### config.mk
export PLATFORM = sky130hd
export DESIGN_NAME = peg_draw_scheduler
export DESIGN_NICKNAME = d
export VERILOG_FILES = /design/src/rtl/peg_draw_scheduler.sv
export SDC_FILE = /design/constraint.sdc
export NUM_CORES = 1
export LEC_CHECK = 0
export ABC_CLOCK_PERIOD_IN_PS = 4940
export CORE_UTILIZATION = 58
export DETAILED_ROUTE_END_ITERATION = 6
export GPL_TIMING_DRIVEN = 0
export MAX_ROUTING_LAYER = met4
export PLACE_DENSITY = 0.86
export SYNTH_ARGS = -nofsm -noshare
export SYNTH_HDL_FRONTEND = slang
export SYNTH_SLANG_ARGS = --single-unit
### constraint.sdc
create_clock -name clock -period 4.94 [get_ports clock]
set_input_delay 0.988 -clock clock [delete_from_list [all_inputs] [get_ports clock]]
set_output_delay 0.988 -clock clock [all_outputs]
set_load 0.005 [all_outputs]
### src/rtl/peg_draw_scheduler.sv
// peg_draw_scheduler: shares one VGA pixel-plot path between the guess-peg
// renderer (A) and the feedback-peg renderer (B). A granted request names a
// square (top-left corner, size class, colour). The square is walked row-major,
// one registered pixel per clock, and its requester gets a one-cycle ack.
// Optional build macro: SCREEN_CLEAR_EN adds a full-screen clear request that
// outranks A and B.
//
// state | meaning
// IDLE  | waiting for a request; round-robin arbitration happens here
// DRAW  | walking the granted square, one pixel per clock
// CLEAR | walking every screen pixel with colour 0 (SCREEN_CLEAR_EN only)
// DONE  | one-cycle ack to whoever was served; requests are not sampled
module peg_draw_scheduler #(
  parameter int SCREEN_W = 320,
  parameter int SCREEN_H = 240,
  parameter int COLOUR_W = 3
) (
  input  logic                clock,
  input  logic                reset,
  input  logic                req_a,
  input  logic [8:0]          base_x_a,
  input  logic [7:0]          base_y_a,
  input  logic [1:0]          size_a,
  input  logic [COLOUR_W-1:0] colour_a,
  input  logic                req_b,
  input  logic [8:0]          base_x_b,
  input  logic [7:0]          base_y_b,
  input  logic [1:0]          size_b,
  input  logic [COLOUR_W-1:0] colour_b,
`ifdef SCREEN_CLEAR_EN
  input  logic                clear_req,
  output logic                clear_ack,
`endif
  output logic                ack_a,
  output logic                ack_b,
  output logic                busy,
  output logic                plot,
  output logic [8:0]          x_out,
  output logic [7:0]          y_out,
  output logic [COLOUR_W-1:0] colour_out
);

`ifdef SCREEN_CLEAR_EN
  localparam int IDX_W = 17;
  typedef enum logic [1:0] {S_IDLE, S_DRAW, S_DONE, S_CLEAR} state_t;
  localparam logic [IDX_W-1:0] CLR_LAST = IDX_W'(SCREEN_W * SCREEN_H - 1);
  localparam logic [8:0]       X_MAX    = 9'(SCREEN_W - 1);
  localparam logic [1:0]       SRV_CLR  = 2'd2;
`else
  localparam int IDX_W = 9;
  typedef enum logic [1:0] {S_IDLE, S_DRAW, S_DONE} state_t;
`endif
  localparam logic [1:0] SRV_A = 2'd0;
  localparam logic [1:0] SRV_B = 2'd1;
  // Coordinate sums are one bit wider than the buses so clipping never sees a wrap.
  localparam logic [9:0] X_LIM = 10'(SCREEN_W);
  localparam logic [8:0] Y_LIM = 9'(SCREEN_H);

  state_t             state, nxt_state;
  logic               last_grant, nxt_last;   // 1 = B was served last
  logic [1:0]         serve, nxt_serve;
  logic [8:0]         bx_r, nxt_bx;
  logic [7:0]         by_r, nxt_by;
  logic [1:0]         size_r, nxt_size;
  logic [IDX_W-1:0]   idx, nxt_idx;
  logic [8:0]         ox, nxt_ox;
  logic [7:0]         oy, nxt_oy;
  logic               nxt_plot, nxt_ack_a, nxt_ack_b, nxt_busy;
  logic [8:0]         nxt_x;
  logic [7:0]         nxt_y;
  logic [COLOUR_W-1:0] nxt_col;
  logic               pick_b, emit;
  logic [4:0]         side_m1;
  logic [IDX_W-1:0]   last_idx;
  logic [9:0]         x_sum;
  logic [8:0]         y_sum;
`ifdef SCREEN_CLEAR_EN
  logic               nxt_clr_ack;
`endif

  // Square geometry for the latched size class.
  always_comb begin
    side_m1  = 5'd3;
    last_idx = IDX_W'(15);
    case (size_r)
      2'b01:   begin side_m1 = 5'd9;  last_idx = IDX_W'(99);  end
      2'b10:   begin side_m1 = 5'd19; last_idx = IDX_W'(399); end
      default: ;
    endcase
  end

  // Next-state, pixel walk and registered-output preparation.
  always_comb begin
    nxt_state = state;
    nxt_last  = last_grant;
    nxt_serve = serve;
    nxt_bx    = bx_r;
    nxt_by    = by_r;
    nxt_size  = size_r;
    nxt_idx   = idx;
    nxt_ox    = ox;
    nxt_oy    = oy;
    nxt_col   = colour_out;
    emit      = 1'b0;
    pick_b    = 1'b0;
    case (state)
      S_IDLE: begin
`ifdef SCREEN_CLEAR_EN
        if (clear_req) begin
          nxt_state = S_CLEAR;
          nxt_serve = SRV_CLR;
          nxt_bx    = '0;
          nxt_by    = '0;
          nxt_idx   = '0;
          nxt_ox    = '0;
          nxt_oy    = '0;
          nxt_col   = '0;
          emit      = 1'b1;
        end else
`endif
        if (req_a || req_b) begin
          // On a tie the requester not served last time wins.
          pick_b    = req_b && (!req_a || !last_grant);
          nxt_last  = pick_b;
          nxt_serve = pick_b ? SRV_B : SRV_A;
          nxt_bx    = pick_b ? base_x_b : base_x_a;
          nxt_by    = pick_b ? base_y_b : base_y_a;
          nxt_size  = pick_b ? size_b : size_a;
          nxt_col   = pick_b ? colour_b : colour_a;
          nxt_idx   = '0;
          nxt_ox    = '0;
          nxt_oy    = '0;
          if (nxt_size == 2'b11) begin
            nxt_state = S_DONE;
          end else begin
            nxt_state = S_DRAW;
            emit      = 1'b1;
          end
        end
      end
      S_DRAW: begin
        if (idx == last_idx) begin
          nxt_state = S_DONE;
        end else begin
          nxt_idx = idx + IDX_W'(1);
          if (ox == {4'd0, side_m1}) begin
            nxt_ox = '0;
            nxt_oy = oy + 8'd1;
          end else begin
            nxt_ox = ox + 9'd1;
          end
          emit = 1'b1;
        end
      end
`ifdef SCREEN_CLEAR_EN
      S_CLEAR: begin
        if (idx == CLR_LAST) begin
          nxt_state = S_DONE;
        end else begin
          nxt_idx = idx + IDX_W'(1);
          if (ox == X_MAX) begin
            nxt_ox = '0;
            nxt_oy = oy + 8'd1;
          end else begin
            nxt_ox = ox + 9'd1;
          end
          emit = 1'b1;
        end
      end
`endif
      S_DONE:  nxt_state = S_IDLE;
      default: nxt_state = S_IDLE;
    endcase
    x_sum     = {1'b0, nxt_bx} + {1'b0, nxt_ox};
    y_sum     = {1'b0, nxt_by} + {1'b0, nxt_oy};
    nxt_plot  = emit && (x_sum < X_LIM) && (y_sum < Y_LIM);
    nxt_x     = emit ? x_sum[8:0] : x_out;
    nxt_y     = emit ? y_sum[7:0] : y_out;
    nxt_ack_a = (nxt_state == S_DONE) && (nxt_serve == SRV_A);
    nxt_ack_b = (nxt_state == S_DONE) && (nxt_serve == SRV_B);
    nxt_busy  = (nxt_state != S_IDLE);
`ifdef SCREEN_CLEAR_EN
    nxt_clr_ack = (nxt_state == S_DONE) && (nxt_serve == SRV_CLR);
`endif
  end

  // State and registered outputs; reset aborts any draw without an ack.
  always_ff @(posedge clock or posedge reset) begin
    if (reset) begin
      state      <= S_IDLE;
      last_grant <= 1'b1;
      serve      <= SRV_A;
      bx_r       <= '0;
      by_r       <= '0;
      size_r     <= '0;
      idx        <= '0;
      ox         <= '0;
      oy         <= '0;
      plot       <= 1'b0;
      x_out      <= '0;
      y_out      <= '0;
      colour_out <= '0;
      ack_a      <= 1'b0;
      ack_b      <= 1'b0;
      busy       <= 1'b0;
`ifdef SCREEN_CLEAR_EN
      clear_ack  <= 1'b0;
`endif
    end else begin
      state      <= nxt_state;
      last_grant <= nxt_last;
      serve      <= nxt_serve;
      bx_r       <= nxt_bx;
      by_r       <= nxt_by;
      size_r     <= nxt_size;
      idx        <= nxt_idx;
      ox         <= nxt_ox;
      oy         <= nxt_oy;
      plot       <= nxt_plot;
      x_out      <= nxt_x;
      y_out      <= nxt_y;
      colour_out <= nxt_col;
      ack_a      <= nxt_ack_a;
      ack_b      <= nxt_ack_b;
      busy       <= nxt_busy;
`ifdef SCREEN_CLEAR_EN
      clear_ack  <= nxt_clr_ack;
`endif
    end
  end

endmodule
==> flow_summary.ini, run 1 <==
[clocking]
cts_setup_buffers = 0
cts_tree = built
postCtsResizedCells = 0
clock_path_buffers = 2
cts_sinks = 74
root_buffer = clkbuf_8
cts_buffers = 9
clk_latency_ps = 360
h-tree-depth = 3
ctsHoldBuffers = 0
clk_pin_slew_ps = 80

[route]
drc_errors = 0
drtAntennaViolNets = 0
routedWlPerCell_microns = 17.0
drtPass1Iterations = 5
viasPerCell = 5.79
dr_total_vias = 3530
wirelength_microns = 10400
drtIter0Drc = 225

[setup_path]
start_kind = input port
reg2reg_depth = 14
crit_type = in -> reg
crit_path_end_kind = flip-flop
path_buf_inv = 3
path_depth = 14
critPathSlowestCell = o21ai_1
max_stage_delay_ps = 640
required_ps = 5200
cp_max_fo = 10
critPathArrivalTime_ps = 4700
crit_family = compound AO/OA/AOI/OAI gates
crit_path_cell_trace = clkdlybuf4s50_1, o21ai_1, clkbuf_1, nand2_1, o21ai_0, ha_1, inv_1, fa_1, nor2b_1, o31a_1, or4b_1, nand3_1, o21a_1, a311oi_1

[place]
dp_cells = 594
placed_area_sq_um = 5050
numPortBuffers = 71
dpl.hpwl_microns = 7430
place.gp.congestion = 0.867

[timing]
rsz0062_at_grt = no
setup_tns_ps = 0
hold_slack_ps = 490
tightest_slew_ps = 912
fmax_mhz = 225
period_needed_ps = 4440
period_share_pct = 89.8
slew-limit-headroom_pct = 39.2
slew_violations = 0
finalClockSkew_ps = 11.6
setup_viol = 0
hold_viol = 0

[global_routing]
grt_overflow = 0
grt_use_met2_pct = 48.2
antenna_found_initial = 0
use_met1_pct = 38.5
top_usage_layer = met2
grt_pass1_vias = 3482
gr-usage-met3_pct = 7.11
grt.total_usage_pct = 30.6
grt_pass1_wl_microns = 16900
grt_max_degree = 75

[floorplanning]
ios = 72
die_w_microns = 87.3
core_area_sq_um = 6910
initial_core_util_pct = 61.1
dieArea_sq_um = 7620
rows = 30
die_h_microns = 87.3

[finish]
fin_cells = 610
final_common_cell = dfrtp_1
stdcell_area_sq_um = 5290
utilization_pct = 76.6
final_cell_mix = dfrtp_1, nand2_1, clkdlybuf4s50_1, o21ai_0, mux2i_1
antenna_cells = 0
fin_nets = 579
drive_above_1_share_pct = 7.39
area_growth_pct = 25.4

[yosys]
synth_top_cell_area_share_pct = 43.3
synthCells = 427
synth_nets = 497
yosysWarningCount = 0
synth_top_cell_by_area = dfrtp_1
seq_area_frac_synth_pct = 43.9
synth_compound_area_share_pct = 15.3
synth-simple-area-share_pct = 17.5
synthAdderAreaFrac_pct = 6.88
synth_top_family_by_area = simple AND/OR/NAND/NOR gates
synthMuxAreaShare_pct = 9.49
netlist_area_sq_um = 4220
synth_area_leaders = dfrtp_1, mux2i_1, nand2_1
synth_xor_xnor_area_share_pct = 4.36
ys_seq_elements = 74
async_flop_share_pct = 100
yosysUniqueCellTypes = 57
synth_top_flop_cell = dfrtp_1
synth_edf_count = 0
synth.avg_cell_area_sq_um = 9.88

[pwr]
p_leak_nw = 2.40
ir_drop_mv = 0.481
pwr_density_cell_nw_per_um2 = 600

[status]
status = finished clean

[hold_path]
hold_depth = 2
hold_path_class = reg -> reg

[job]
drv_cap = 0
==> path summary, 6_finish.rpt <==
check | from | to | slack [ps]
min reg2reg | y_out[2]$_DFFE_PP0P_ | y_out[2]$_DFFE_PP0P_ | 490
max in group asynchronous | reset | idx[2]$_DFFE_PP0P_ | 3160
min | y_out[2]$_DFFE_PP0P_ | y_out[2]$_DFFE_PP0P_ | 490
max reg2reg | idx[0]$_DFFE_PP0P_ | plot$_DFF_PP0_ | 1100
max | req_a | plot$_DFF_PP0_ | 500
min in group asynchronous | reset | colour_out[1]$_DFFE_PP0P_ | 1160
==> Yosys cell counts (3+ instances only) <==
cell type  count
a211oi_1       3
a21o_1         6
a21oi_1       17
a311oi_1       3
and3_1         4
buf_2          3
clkbuf_1       8
dfrtp_1       73
ha_1          20
inv_1          6
mux2_4         3
mux2i_1       33
nand2_1       72
nand2b_1       5
nand3_1       13
nand4_1        7
nor2_1        23
nor2b_1        6
nor3_1         6
o21a_1         7
o21ai_0       37
o21bai_1       5
or3_1          4
xnor2_1       10
xor2_1        11
==> kinds of logic (layout without fill, tap and decap cells) <==
group,count (synthesis),after routing
buffers and inverters,21,108
AOI/OAI and AO/OA,96,96
DFF,74,74
muxes,38,38
and+or+nand+nor,155,155
adders and majority gates,22,22
xor gates and xnor gates,21,21
==> flip-flops by register name, summed over array words and instances (netlist names) <==
register    flops
ack_a           1
ack_b           1
busy            1
bx_r            9
by_r            8
colour_out      3
idx             9
last_grant      1
ox              9
oy              8
plot            1
serve           2
size_r          2
state           2
x_out           9
y_out           8
==> report_power, final <==
part / leakage (nW) / internal [mW] / switching [mW] / total (mW)
clock: 0.119 / 0.325 / 0.229 / 0.554
combinational: 1.34 / 0.732 / 0.910 / 1.64
sequential: 0.938 / 0.839 / 0.138 / 0.977
==> layout make-up <==
class | instances | area (sq um)
inverters | 7 | 31.3
fillers | 475 | 1620
clock buffers | 12 | 165
multi-input cells | 332 | 2260
flip-flops and latches | 74 | 1850
repair buffers | 71 | 711
clock inverters | 4 | 72.6
plain buffers | 14 | 75.1
well taps | 96 | 120
==> layer usage <==
metal	wire length, microns	part of all wire, %	up-vias
li1	-	-	1684
met3	543	5.2	19
met4	203	2.0	0
met1	4660	45	1703
met2	4990	48	124
met5	0	0	-
==> worst reg2reg max path, cell delays in order, from the launching register on <==
cell	delay [ps]
dfrtp_1	430
ha_1	260
nor2b_1	300
nand3_1	240
buf_4	240
a311oi_1	460
ha_1	310
inv_1	70
fa_1	420
nor2b_1	160
o31a_1	210
or4b_1	130
nand3_1	90
o21a_1	210
a311oi_1	200
==> metrics by stage <==
stage | setup slack [ps] | total power [mW]
2_1_floorplan | 1440 | 2.03
3_3_place_gp | 322 | 2.52
3_5_place_dp | 196 | 2.59
4_1_cts | 532 | 3.16
5_1_grt | 245 | 3.40
6_report | 504 | 3.17
Power figures use the tool's default switching activity.
==> run 2, diff against run 1 <==
--- a/config.mk
+++ b/config.mk
@@ -6,11 +6,11 @@
 export NUM_CORES = 1
 export LEC_CHECK = 0
 export ABC_CLOCK_PERIOD_IN_PS = 4940
-export CORE_UTILIZATION = 58
+export CORE_UTILIZATION = 25
 export DETAILED_ROUTE_END_ITERATION = 6
 export GPL_TIMING_DRIVEN = 0
+export HOLD_SLACK_MARGIN = 0.15
 export MAX_ROUTING_LAYER = met4
-export PLACE_DENSITY = 0.86
 export SYNTH_ARGS = -nofsm -noshare
 export SYNTH_HDL_FRONTEND = slang
 export SYNTH_SLANG_ARGS = --single-unit
==> run 2 against run 1 <==
Net effect: setup slack gained 16 ps; utilization shrank 43 points; critical endpoint unchanged; combinational power is essentially flat; sequential cell count is the same; critical path depth shrank 1; final area grew 4.1%; count of clock-buffer cells in the layout shrank 2; register-to-register slack gained 80 ps; sequential power is essentially flat.
==> flow_summary.ini, run 2 (synthesized netlist as in run 1, its figures left out) <==
[hold_path]
hold_path_class = reg -> reg

[timing]
finalClockSkew_ps = 11.6
period_share_pct = 89.5
rsz0062_at_grt = no
hold_viol = 0
fmax_mhz = 226
slew-limit-headroom_pct = 49.3
setup_tns_ps = 0
hold_slack_ps = 481
setup_viol = 0
period_needed_ps = 4420
slew_violations = 0
tightest_slew_ps = 755

[global_routing]
grt_max_degree = 52
grt_overflow = 0
grt_pass1_vias = 3459
grt_pass1_wl_microns = 17900
grt.total_usage_pct = 13.5
antenna_found_initial = 0

[clocking]
cts_setup_buffers = 0
cts_sinks = 74
clk_pin_slew_ps = 60
clock_path_buffers = 2
cts_buffers = 9
root_buffer = clkbuf_16
h-tree-depth = 3
ctsHoldBuffers = 0
cts_tree = built
postCtsResizedCells = 0
clk_latency_ps = 340

[route]
viasPerCell = 4.73
drc_errors = 0
drtPass1Iterations = 4
dr_total_vias = 3475
drtIter0Drc = 93
drtAntennaViolNets = 0
routedWlPerCell_microns = 14.8
wirelength_microns = 10900

[job]
drv_cap = 0

[floorplanning]
initial_core_util_pct = 25.5
ios = 72
die_h_microns = 132
die_w_microns = 132
core_area_sq_um = 16500
dieArea_sq_um = 17400
rows = 47

[setup_path]
crit_type = in -> reg
critPathArrivalTime_ps = 4620
start_kind = input port
cp_max_fo = 10
required_ps = 5140
crit_path_end_kind = flip-flop

[finish]
fin_nets = 580
antenna_cells = 0
final_common_cell = dfrtp_1
fillers = 1675
drive_above_1_share_pct = 7.38
multi_input_area_sq_um = 2260
area_growth_pct = 30.5
seqCellArea_sq_um = 1850
final_cell_mix = dfrtp_1, nand2_1, clkdlybuf4s50_1, o21ai_0, mux2i_1

[status]
status = finished clean

[pwr]
p_leak_nw = 2.42
pwr_density_cell_nw_per_um2 = 582
ir_drop_mv = 0.239

[place]
numPortBuffers = 71
place.gp.congestion = 0.826
dpl.hpwl_microns = 8290
-- run 2: layout make-up --
class / count / share of cell area [%]
buffer: 14 / 1.36
clock buffer: 10 / 4.16
timing repair buffer: 72 / 13.4
multi-input combinational: 332 / 41.1
sequential: 74 / 33.7
tap: 220 / 5.00
clock inverter: 6 / 0.750
inverter: 7 / 0.568
-- run 2: power breakdown --
group,leakage [nW],switching (mW),total (mW),internal (mW)
Combinational,1.35,0.893,1.62,0.732
Sequential,0.938,0.138,0.979,0.841
Clock,0.125,0.258,0.598,0.340
-- run 2: worst paths after layout --
path	start	end	slack [ps]	cells after the start
hold reg to reg	colour_out[1]$_DFFE_PP0P_	colour_out[1]$_DFFE_PP0P_	480	2
hold / removal	colour_out[1]$_DFFE_PP0P_	colour_out[1]$_DFFE_PP0P_	480	2
setup reg to reg	idx[0]$_DFFE_PP0P_	plot$_DFF_PP0_	1180	14
min in group asynchronous	reset	idx[3]$_DFFE_PP0P_	990	2
setup / recovery	req_a	plot$_DFF_PP0_	520	13
max in group asynchronous	reset	last_grant$_DFFE_PP1P_	3350	3
-- run 2: routing by layer --
| layer | track usage (%) | vias up | routed length (microns) |
|---|---|---|---|
| met5 | - | - | 0 |
| met4 | 5.75 | 0 | 208 |
| met3 | 2.08 | 19 | 404 |
| met2 | 21.4 | 87 | 5180 |
| met1 | 17.0 | 1682 | 5060 |
| li1 | - | 1687 | - |
-- run 2: worst max-delay path, cell delays in order --
cell	delay, ps
clkdlybuf4s50_1	500
o21ai_1	650
clkbuf_1	510
o21ai_0	250
ha_1	280
inv_1	70
fa_1	210
nor2b_1	70
o31a_1	280
or4b_1	480
nand3_1	130
o21a_1	140
a311oi_1	40
-- run 2: metrics by stage --
step / setup slack (ps) / power [mW] / util, % / area [sq um] / std cells
detailed placement: 183 / 2.61 / 31.7 / 5230 / 719
global placement: 241 / 2.57 / 31.5 / 5200 / 718
CTS: 519 / 3.23 / 33.3 / 5500 / 735
finish: 520 / 3.20 / 33.3 / 5500 / 735
floorplan: 1440 / 2.03 / - / 4220 / 427
global route: 230 / 3.47 / 33.3 / 5500 / 735
==> run 3, diff against run 2 <==
--- a/config.mk
+++ b/config.mk
@@ -6,6 +6,7 @@
 export NUM_CORES = 1
 export LEC_CHECK = 0
 export ABC_CLOCK_PERIOD_IN_PS = 4940
+export CORE_MARGIN = 8
 export CORE_UTILIZATION = 25
 export DETAILED_ROUTE_END_ITERATION = 6
 export GPL_TIMING_DRIVEN = 0
==> run 3 against run 2 <==
Net effect: sequential power decreased by 0.4%; largest cell class unchanged; critical endpoint unchanged; setup slack improved by 44 ps; die area increased by 22%; clock skew decreased by 5.4 ps; combinational power about the same; register-to-register slack got worse by 70 ps; largest power group unchanged; via count decreased by 2.0%; sequential cell count unchanged; first-iteration DRC count increased by 100%.
==> flow_summary.ini, run 3 (synthesized netlist as in run 1, its figures left out) <==
[status]
status = finished clean

[timing]
hold_viol = 0
period_share_pct = 88.6
period_needed_ps = 4380
setup_viol = 0
rsz0062_at_grt = no
tightest_slew_ps = 696
fmax_mhz = 229
finalClockSkew_ps = 6.24
slew_violations = 0
slew-limit-headroom_pct = 53.3
setup_tns_ps = 0

[floorplanning]
rows = 47
dieArea_sq_um = 21300
ios = 72
die_h_microns = 146
initial_core_util_pct = 25.5
core_area_sq_um = 16500
die_w_microns = 146

[finish]
final_common_cell = dfrtp_1
fin_nets = 580
multi_input_area_sq_um = 2260
drive_above_1_share_pct = 7.57
area_growth_pct = 31.0
stdcell_area_sq_um = 5520
final_cell_mix = dfrtp_1, nand2_1, clkdlybuf4s50_1, o21ai_0, mux2i_1
fin_cells = 735
fillers = 1660
seqCellArea_sq_um = 1850
antenna_cells = 0

[clocking]
ctsHoldBuffers = 0
root_buffer = clkbuf_16
clock_path_buffers = 2
cts_setup_buffers = 0
cts_buffers = 9
h-tree-depth = 3
clk_latency_ps = 330
clk_pin_slew_ps = 60
postCtsResizedCells = 0
cts_tree = built
cts_sinks = 74

[job]
drv_cap = 0

[setup_path]
critPathSlowestCell = clkdlybuf4s50_1
crit_path_cell_trace = clkdlybuf4s50_1, nor3_1, or2_2, clkbuf_1, inv_1, a311oi_1, ha_1, inv_1, fa_1, nor2b_1, o31a_1, or4b_1, nand3_1, o21a_1, a311oi_1
cp_max_fo = 8
path_buf_inv = 4
crit_family = compound AO/OA/AOI/OAI gates
required_ps = 5170
crit_path_end_kind = flip-flop
critPathArrivalTime_ps = 4600
max_stage_delay_ps = 500
crit_type = in -> reg
start_kind = input port

[global_routing]
grt.total_usage_pct = 11.3
grt_max_degree = 50
grt_pass1_wl_microns = 18800
grt_pass1_vias = 3637
antenna_found_initial = 0
grt_overflow = 0

[place]
dp_cells = 719
place.gp.congestion = 0.864
numPortBuffers = 71
dpl.hpwl_microns = 8760
placed_area_sq_um = 5230

[pwr]
p_leak_nw = 2.43
ir_drop_mv = 0.305
pwr_density_cell_nw_per_um2 = 586
p_total_mw = 3.24

[route]
wirelength_microns = 11300
drc_errors = 0
drtIter0Drc = 189
dr_total_vias = 3404
routedWlPerCell_microns = 15.4
drtPass1Iterations = 6
viasPerCell = 4.63
drtAntennaViolNets = 0

[hold_path]
hold_path_class = reg -> reg
run 3: cell types whose count changed in the layout (fill, tap and decap cells not counted), sizes merged:
cell / previous run / this run
clkinvlp: 3 / 2
clkbuf: 18 / 19
run 3: cell type report:
cell class	instances	share of cell area [%]
multi-input combinational	332	40.9
sequential	74	33.5
timing repair buffer	72	13.4
tap	220	4.98
clock buffer	11	4.58
buffer	14	1.36
clock inverter	5	0.680
inverter	7	0.566
run 3: metal layers:
metal	up-vias	GRT usage, %	part of all wire [%]
li1	1685	-	-
met1	1643	13.9	47
met2	66	18.6	49
met3	10	1.68	2.3
met4	0	3.64	1.2
met5	-	-	0
run 3: tightest hold or removal path: stages, from the launching register on:
cell and delay, ps:
dfrtp_1 340, nand2_1 50, nand2_1 50
run 3: path summary, 6_finish.rpt:
kind,startpoint,end,slack (ps),cells past startpoint
max,req_a,plot$_DFF_PP0_,560,15
min reg2reg,y_out[1]$_DFFE_PP0P_,y_out[1]$_DFFE_PP0P_,470,2
max in group asynchronous,reset,colour_out[2]$_DFFE_PP0P_,3370,3
max reg2reg,size_r[0]$_DFFE_PP0P_,plot$_DFF_PP0_,1110,14
min,y_out[1]$_DFFE_PP0P_,y_out[1]$_DFFE_PP0P_,470,2
min in group asynchronous,reset,serve[1]$_DFF_PP0_,1010,2
run 3: per-stage QoR:
| stage | setup WS (ps) | hold slack, ps | util, % |
|---|---|---|---|
| 2_1_floorplan | 1440 | 449 | - |
| 5_1_grt | 232 | 498 | 33.4 |
| 4_1_cts | 566 | 473 | 33.4 |
| 3_3_place_gp | 263 | 459 | 31.5 |
| 3_5_place_dp | 232 | 461 | 31.7 |
| 6_report | 564 | 469 | 33.4 |
run 3: where the power goes:
group	internal [mW]	switching, mW
logic	0.734	0.899
clock network	0.369	0.260
registers	0.841	0.134
==> patch (flow settings as in run 3) <==
Set the parameter `COLOUR_W` to 6 (it was 3).
--- a/src/rtl/peg_draw_scheduler.sv
+++ b/src/rtl/peg_draw_scheduler.sv
@@ -15,3 +15,3 @@
   parameter int SCREEN_H = 240,
-  parameter int COLOUR_W = 3
+  parameter int COLOUR_W = 6
 ) (
Interface: changed (resized colour_a, colour_b and colour_out); port bits go from 72 to 81. No check against the original RTL was run, so the function may have changed too.
==> patch against run 3 <==
- highest routed layer unchanged
- synthesized area is 0.80% higher
- cell area grew 2.2%
- critical path type unchanged
- count of clock-buffer cells in the layout up 1
- first-iteration DRC count up 38%
- total power grew 1.1%
- routed wire length up 8.9%
- sequential cell count grew 3
- synthesized cell count is 4.0% higher
- worst setup slack lost 0.25 ns
==> patch: results (changes against run 3) <==
area occupied by multi-input gates: 2220 sq um (was 2260 sq um)
Net count, final: 612 (was 580)
vias per cell: 4.77 (was 4.63)
Syn Area/Cell: 9.58 sq um (was 9.88 sq um)
crit path max fanout: 10 (was 8)
clock-net power: 607 uW (was 629 uW)
WL/cell: 16.2 um (was 15.4 um)
main area contributors after synthesis: dfrtp_1 (45%), nand2_1 (6.7%), ha_1 (5.9%), nor2_1 (4.1%), a31oi_1 (3.2%) (was dfrtp_1 (43%), mux2i_1 (7.8%), nand2_1 (6.4%), ha_1 (5.9%), o21ai_0 (4.4%))
layout cell share with drive strength beyond 1: 8.69% (was 7.57%)
hpwl dp: 9550 um (was 8760 um)
PD cells: 580 nW/um^2 (was 586 nW/um^2)
GRT Overall Usage: 11.9% (was 11.3%)
WHS: 0.488 ns (was 0.469 ns)
slowest cell delay on critical path: 0.56 ns (was 0.50 ns)
Worst path slowest cell: clkdlybuf4s50_1 (unchanged)
vias in the first global route: 3,635 (was 3,637)
Placed Area: 5360 sq um (was 5230 sq um)
clk_skew: 0.00622 ns (was 0.00624 ns)
sw power: 1250 uW (was 1290 uW)
largest net degree at the start of global routing: 56 (was 50)
# fillers: 1,680 (was 1,660)
bufs w/o clock: 96 (was 86)
Final WS setup: 0.314 ns (was 0.564 ns)
Yosys reg bits: 77 (was 74)
Sequential cell area: 1930 sq um (was 1850 sq um)
Worst-Skew Late Latency: 0.33 ns (about the same)
Leak: 0.00243 uW (about the same)
drt pass-1 iters: 4 (was 6)
Port Buffers: 80 (was 71)
slew margin rel.: 58.5% (was 53.3%)
Resized Gates After CTS: 1 (was 0)
comb_multi_in: 341 (was 332)
Cell variety after synth: 59 (was 57)
maximum VDD drop: 175 uV (was 305 uV)
status: completed (unchanged)
Placer Congestion: 0.809 (was 0.864)
Seq/Total Area, Yosys: 45.4% (was 43.9%)
CP arrival: 4.84 ns (was 4.60 ns)
DP Worst Slack: -0.447 ns (was 0.232 ns)
Post-Syn Nets: 520 (was 497)
initial DRC count: 260 (was 189)
first-pass GRT wire length: 19,800 um (was 18,800 um)
placed cells: 745 (was 719)
[patch: routing by layer]
layer | up-vias | GRT usage (%) | wire length (um)
li1 | 1768 | - | -
met1 | 1747 | 15.0 | 5880
met2 | 109 | 17.5 | 5340
met3 | 6 | 4.02 | 1000
met4 | 0 | 3.86 | 102
met5 | - | - | 0
[patch: kinds of logic after synthesis]
logic type / Yosys count / synth area share [%]
mux: 23 / 6.12
compound gates: 99 / 15.5
fa+ha+maj: 22 / 6.83
flops: 77 / 45.4
simple gates: 178 / 19.7
buf+inv: 26 / 2.65
xor+xnor: 19 / 3.91
[patch: worst paths after layout]
path / startpoint / to / cells past startpoint
max: req_a / plot / 15
min: oy[7] / oy[7] / 1
max reg2reg: last_grant / plot / 14
min reg2reg: oy[7] / oy[7] / 1
max in group asynchronous: reset / last_grant / 3
min in group asynchronous: reset / by_r[3] / 2
